===== src/rtl/egress_arbiter.sv =====
`default_nettype none
// ============================================================================
// Module   : egress_arbiter
// Purpose  : Selects packets addressed to PORT_ID from four AXI-Stream inputs,
//            arbitrates round-robin per packet, drives one buffered egress.
// Revision : 1.0
// ============================================================================
module egress_arbiter #(
  parameter int PORT_ID    = 0,
  parameter int DATA_WIDTH = 16
) (
  input  logic                  clk,
  input  logic                  reset,
  input  logic [DATA_WIDTH-1:0] ingress_port_0_tdata,
  input  logic                  ingress_port_0_tvalid,
  input  logic                  ingress_port_0_tlast,
  input  logic [1:0]            ingress_port_0_tdest,
  output logic                  ingress_port_0_tready,
  input  logic [DATA_WIDTH-1:0] ingress_port_1_tdata,
  input  logic                  ingress_port_1_tvalid,
  input  logic                  ingress_port_1_tlast,
  input  logic [1:0]            ingress_port_1_tdest,
  output logic                  ingress_port_1_tready,
  input  logic [DATA_WIDTH-1:0] ingress_port_2_tdata,
  input  logic                  ingress_port_2_tvalid,
  input  logic                  ingress_port_2_tlast,
  input  logic [1:0]            ingress_port_2_tdest,
  output logic                  ingress_port_2_tready,
  input  logic [DATA_WIDTH-1:0] ingress_port_3_tdata,
  input  logic                  ingress_port_3_tvalid,
  input  logic                  ingress_port_3_tlast,
  input  logic [1:0]            ingress_port_3_tdest,
  output logic                  ingress_port_3_tready,
  output logic [DATA_WIDTH-1:0] egress_port_tdata,
  output logic                  egress_port_tvalid,
  output logic                  egress_port_tlast,
  input  logic                  egress_port_tready,
  output logic [1:0]            egress_port_tsrc,
  output logic [15:0]           pkt_count
);

  localparam int NUM_PORTS = 4;
  localparam int DEPTH     = 2;

  typedef enum logic [0:0] {
    IDLE   = 1'b0,
    LOCKED = 1'b1
  } state_t;

  state_t state, state_next;

  logic [DATA_WIDTH-1:0] in_tdata [NUM_PORTS];
  logic [1:0]            in_tdest [NUM_PORTS];
  logic [NUM_PORTS-1:0]  in_tvalid, in_tlast, in_tready, req;

  assign in_tdata[0] = ingress_port_0_tdata;
  assign in_tdata[1] = ingress_port_1_tdata;
  assign in_tdata[2] = ingress_port_2_tdata;
  assign in_tdata[3] = ingress_port_3_tdata;
  assign in_tdest[0] = ingress_port_0_tdest;
  assign in_tdest[1] = ingress_port_1_tdest;
  assign in_tdest[2] = ingress_port_2_tdest;
  assign in_tdest[3] = ingress_port_3_tdest;
  assign in_tvalid   = {ingress_port_3_tvalid, ingress_port_2_tvalid,
                        ingress_port_1_tvalid, ingress_port_0_tvalid};
  assign in_tlast    = {ingress_port_3_tlast, ingress_port_2_tlast,
                        ingress_port_1_tlast, ingress_port_0_tlast};
  assign ingress_port_0_tready = in_tready[0];
  assign ingress_port_1_tready = in_tready[1];
  assign ingress_port_2_tready = in_tready[2];
  assign ingress_port_3_tready = in_tready[3];

  generate
    for (genvar i = 0; i < NUM_PORTS; i++) begin : g_req
      assign req[i] = in_tvalid[i] && (in_tdest[i] == 2'(PORT_ID));
    end
  endgenerate

  logic [1:0]            grant, last_grant, pick;
  logic                  pick_valid;
  logic [1:0]            count;
  logic                  room, accept, pop;
  logic [DATA_WIDTH-1:0] sel_tdata;
  logic                  sel_tvalid, sel_tlast;

  // Search starts just after the previous winner so every input gets a turn.
  always_comb begin
    logic [1:0] cand;
    cand       = '0;
    pick       = last_grant;
    pick_valid = 1'b0;
    for (int k = 1; k <= NUM_PORTS; k++) begin
      cand = last_grant + 2'(k);
      if (!pick_valid && req[cand]) begin
        pick       = cand;
        pick_valid = 1'b1;
      end
    end
  end

  assign sel_tdata  = in_tdata[grant];
  assign sel_tvalid = in_tvalid[grant];
  assign sel_tlast  = in_tlast[grant];
  // Ready depends only on registered count, never on egress_port_tready.
  assign room       = (count != 2'd2);
  assign pop        = (count != 2'd0) && egress_port_tready;

  always_comb begin
    state_next = state;
    in_tready  = '0;
    accept     = 1'b0;
    case (state)
      IDLE: begin
        if (pick_valid) state_next = LOCKED;
      end
      LOCKED: begin
        in_tready[grant] = room;
        accept           = sel_tvalid && room;
        if (accept && sel_tlast) state_next = IDLE;
      end
      default: state_next = IDLE;
    endcase
  end

  always_ff @(posedge clk) begin
    if (reset) begin
      state      <= IDLE;
      grant      <= 2'd0;
      last_grant <= 2'd3;
    end else begin
      state <= state_next;
      if (state == IDLE && pick_valid) grant <= pick;
      if (accept && sel_tlast) last_grant <= grant;
    end
  end

  logic [DATA_WIDTH-1:0] buf_data [DEPTH];
  logic [1:0]            buf_src  [DEPTH];
  logic [DEPTH-1:0]      buf_last;
  logic                  wr_ptr, rd_ptr;
  logic [15:0]           pkt_cnt;

  always_ff @(posedge clk) begin
    if (reset) begin
      for (int j = 0; j < DEPTH; j++) begin
        buf_data[j] <= '0;
        buf_src[j]  <= '0;
      end
      buf_last <= '0;
      wr_ptr   <= 1'b0;
      rd_ptr   <= 1'b0;
      count    <= 2'd0;
      pkt_cnt  <= 16'd0;
    end else begin
      if (accept) begin
        buf_data[wr_ptr] <= sel_tdata;
        buf_src[wr_ptr]  <= grant;
        buf_last[wr_ptr] <= sel_tlast;
        wr_ptr           <= ~wr_ptr;
      end
      if (pop) rd_ptr <= ~rd_ptr;
      count <= count + 2'(accept) - 2'(pop);
      if (pop && buf_last[rd_ptr]) pkt_cnt <= pkt_cnt + 16'd1;
    end
  end

  assign egress_port_tvalid = (count != 2'd0);
  assign egress_port_tdata  = buf_data[rd_ptr];
  assign egress_port_tlast  = buf_last[rd_ptr];
  assign egress_port_tsrc   = buf_src[rd_ptr];
  assign pkt_count          = pkt_cnt;

endmodule
`default_nettype wire


===== config.mk =====
export PLATFORM = sky130hd
export DESIGN_NAME = egress_arbiter
export DESIGN_NICKNAME = d
export VERILOG_FILES = /design/src/rtl/egress_arbiter.sv
export SDC_FILE = /design/constraint.sdc
export NUM_CORES = 1
export LEC_CHECK = 0
export BUFFER_PORTS_ARGS = -buffer_cell sky130_fd_sc_hd__buf_2
export CORE_ASPECT_RATIO = 1.1
export CORE_UTILIZATION = 45
export CTS_CLUSTER_DIAMETER = 40
export DETAILED_ROUTE_END_ITERATION = 16
export PLACE_DENSITY = 0.74
export SLEW_MARGIN = 20
export SYNTH_ARGS = -nofsm -noshare
export SYNTH_HDL_FRONTEND = slang
export SYNTH_SLANG_ARGS = --single-unit

===== constraint.sdc =====
create_clock -name clk -period 5.5 [get_ports clk]
set_input_delay 1.1 -clock clk [delete_from_list [all_inputs] [get_ports clk]]
set_output_delay 1.1 -clock clk [all_outputs]
set_load 0.02 [all_outputs]

==> results.md <==
STA:
- For the pin with the worst max-slew slack, the measured transition is 1.02 ns.
- After layout, the minimum clock period comes to 3.07 ns.
- Setup slack closes at 2.43 ns.
- Setup repair after global routing left no endpoint under its margin.
- The setup-violating endpoint count in the final report is 0.
- The number of slew-limit violations in the final report is 0.
- The fmax is 326 MHz.
- Summed over all failing endpoints, the final setup total negative slack is 0 ns.
- The worst setup skew after layout is 0.00800 ns.
- Dividing the final minimum period by the clock period gives 0.558.
- The worst slack on hold paths is 0.493 ns.
- The total count of hold-check failures in the final report is 0.
- In this run the tightest slew margin relative to its limit is 0.321.

Placement:
- The post-placement cell area is 4020 µm².
- The placed wire-length estimate is 5330 µm.
- The setup slack at placement is 2.56 ns.
- The total of buffers placed on input and output ports is 122.
- The congestion estimate from routability-driven global placement came to 0.837.

Critical path:
- For this design, the slowest cell found on the critical path is dfxtp_1.
- At the worst endpoint, the arrival time is 1.97 ns.
- The kind of start point of the critical path is a flop.
- The category of the critical setup timing path is flop to output pin.
- The critical path endpoint category is an output pin.
- The largest incremental delay on the critical path is 0.99 ns.
- The signal on the critical path passes through inv_1 > nor3_1 > buf_2.
- The largest fanout on the critical path is 23.
- The required time at the worst-slack endpoint is 4.40 ns.

Run:
- Max-cap violations in this run came to 0.

Status:
- The flow ran to the end, and the final reports show no timing, DRC or antenna violations.

Min path:
- The worst hold path belongs to the class flop to flop.

Clock network:
- The total clock sinks is 64.
- The clock tree synthesis step divided the H-tree into 3 levels.
- The maximum number of buffers from clock root to sink is 2.
- For the worst-skew pair, the clock arrives at the later sink with an insertion delay of 0.33 ns.
- The post-CTS repair timing setup buffer count is 0.
- In this run, post-CTS hold repair placed 0 buffers.
- The number of gates resized after CTS is 0.
- TritonCTS built the clock tree.
- Clock tree synthesis inserted a total of 9 buffers.
- The root buffer selected by CTS is clkbuf_8.
- The clock slew at the register clock pins of the worst setup and hold paths is 0.07 ns.

Synth:
- Counting flops with a built-in enable in the synthesized netlist gives 36.
- Yosys instantiated no cell more often than edfxtp_1.
- In the post-synthesis netlist, the biggest area contributors are edfxtp_1 (32%), dfxtp_1 (17%), mux4_2 (11%).
- Counting every instance in the synthesized netlist gives 284.
- When the netlist entered floorplanning its net count stood at 369.
- The most used flip-flop cell after synthesis is edfxtp_1.
- The synthesized design contains 64 register bits.
- The top-area cell type share of the netlist area is 0.319.
- The commonest cells after synthesis are edfxtp_1 (36), dfxtp_1 (28), mux2_2 (19), and2_1 (18).
- edfxtp_1 takes more of the synthesized area than any other cell.
- The number of distinct library cell variants in the gate-level netlist after synthesis is 45.
- The share of the Yosys chip area taken by registers is 0.485.
- The async set-or-reset flop fraction in the synthesized netlist is 0.
- In this run the cell area of the synthesized design comes to 3390 µm².
- Averaged over all synthesized cells, the footprint is 11.9 µm².
- The Yosys warning count is 0.

Layout:
- The sequential cell area is 1640 µm².
- The synthesis-to-finish area growth is 23.5%.
- The final design instance area without fill is 4180 µm².
- The net count of the finished layout is 483.
- The number of antenna diodes in the final layout is 0.
- The share of final-layout standard cells stronger than drive strength 1 is 0.457.
- The combined area of the multi-input logic cells is 1630 µm².
- Fill cells in the final layout number 625.

Power and ir drop:
- The switching power share of the total is 0.310.
- Of the total power, registers draw 0.462.
- The net switching power of the design is 402 µW.
- Of the total power, the clock network draws 0.267.
- The internal power is 895 µW.
- The share of total power dissipated in combinational logic is 0.270.
- The worst supply voltage drop on vdd is 149 µV.
- Power spread over the standard cell area amounts to 310 nW/µm².
- The leakage power figure is 0.00173 µW.

Route:
- After detailed routing, the number of remaining DRC violations is 0.
- The total routed wirelength is 7410 µm.
- Using the TritonRoute via totals, the vias-per-cell ratio works out to 5.61.
- The remaining number of nets flagged by the antenna check after routing is 0.
- The number of optimization iterations in the first detailed-route pass is 6.
- The number of vias after detailed routing is 2,736.
- The number of violations reported at the end of detailed-routing iteration 0 is 149.
- The average wire per cell in the routed design is 15.2 µm.

Floorplanning:
- The die is 84.7 µm wide.
- The number of I/O pins is 123.
- The initial utilization of the core area, before any placement, comes to 0.473.
- The number of rows created at floorplan is 32.
- The floorplan step defined a core boundary enclosing 7170 µm².
- In this run the vertical extent of the chip is 93.0 µm.
- The floorplan step defined a die boundary enclosing 7880 µm².

Global routing:
- Entering global routing, the biggest net connects 35 pins.
- The wire length of the first global-routing pass is 11,800 µm.
- The total overflow left after global routing is 0.
- The number of global-route vias before repair is 2,536.
- The number of antenna violations at the first check in global routing is 0.
- The overall track demand over capacity in global routing is 0.193.
## cell usage in the layout (no fill, tap or decap), types with 2 or more instances in the layout
cell and count:
or4_1 6, clkbuf_8 10, nand2b_1 3, nor2_1 16, dfxtp_1 28, nor3_1 3, mux2i_1 3, a21oi_1 16
inv_1 6, ha_1 2, buf_2 122, nor4_1 2, xnor2_1 4, mux4_1 2, xor2_1 2, mux4_2 16
and2_1 18, o21ai_0 10, nand3_1 8, or3b_2 4, clkbuf_1 2, o31ai_1 6, nor2b_2 6, or3_1 7
edfxtp_1 36, and4_1 3, mux2_2 19, nand2_1 7, nand4_1 6, clkinv_2 2, nor2b_1 11
## worst paths after layout
check | cells after the start | startpoint | slack [ns] | to
min reg2reg | 2 | pkt_count[15] | 0.49 | pkt_count[15]
max reg2reg | 5 | grant[0] | 2.69 | buf_data[1][6]
min | 2 | pkt_count[15] | 0.49 | pkt_count[15]
max | 3 | grant[1] | 2.43 | ingress_port_2_tready
## worst max-delay path: cells and delay by family, from the launching register on
kind / cells / cell delay (ns)
buf+inv: 2 / 0.44
flops: 1 / 0.99
simple gates: 1 / 0.22
## kinds of logic after synthesis
| logic type | after synthesis | share of synthesized area |
|---|---|---|
| AOI/OAI and AO/OA | 40 | 0.0706 |
| xor gates and xnor gates | 6 | 0.0155 |
| adders and majority gates | 2 | 0.00739 |
| buffers and inverters | 26 | 0.0366 |
| DFF | 64 | 0.485 |
| muxes | 40 | 0.194 |
| and+or+nand+nor | 106 | 0.191 |
## power groups by stage
stage               clock, µW  sequential [µW]  combinational, µW
floorplan                   0              573                280
global placement            0              608                348
detailed placement          0              611                351
CTS                       355              602                354
global route              374              607                381
finish                    347              600                351
## through the flow
stage,total power (µW),cells,util
detailed placement,963,472,0.560
global route,1360,488,0.583
CTS,1310,488,0.583
floorplan,852,284,-
finish,1300,488,0.583
global placement,956,472,0.560
## sequential cells by signal, summed over array words and instances (netlist names), 2 cells and up, named ones only
signal,flops
buf_data,32
buf_src,4
grant,2
last_grant,2
count,2
pkt_count,16
buf_last,2
## metal layers
layer  track usage  part of all wire  vias up
met3        0.0424             0.058       11
li1              -                 -     1304
met4        0.0791             0.014        0
met2         0.340              0.49       98
met1         0.229              0.44     1323
met5             0                 0        -
## layout make-up
type                       count  area share
sequential                    64       0.393
multi-input combinational    194       0.389
timing repair buffer         123       0.148
clock buffer                  12      0.0347
tap                           85      0.0254
inverter                       6     0.00539
clock inverter                 4     0.00509
No activity file was read; power rests on OpenSTA's default activity.
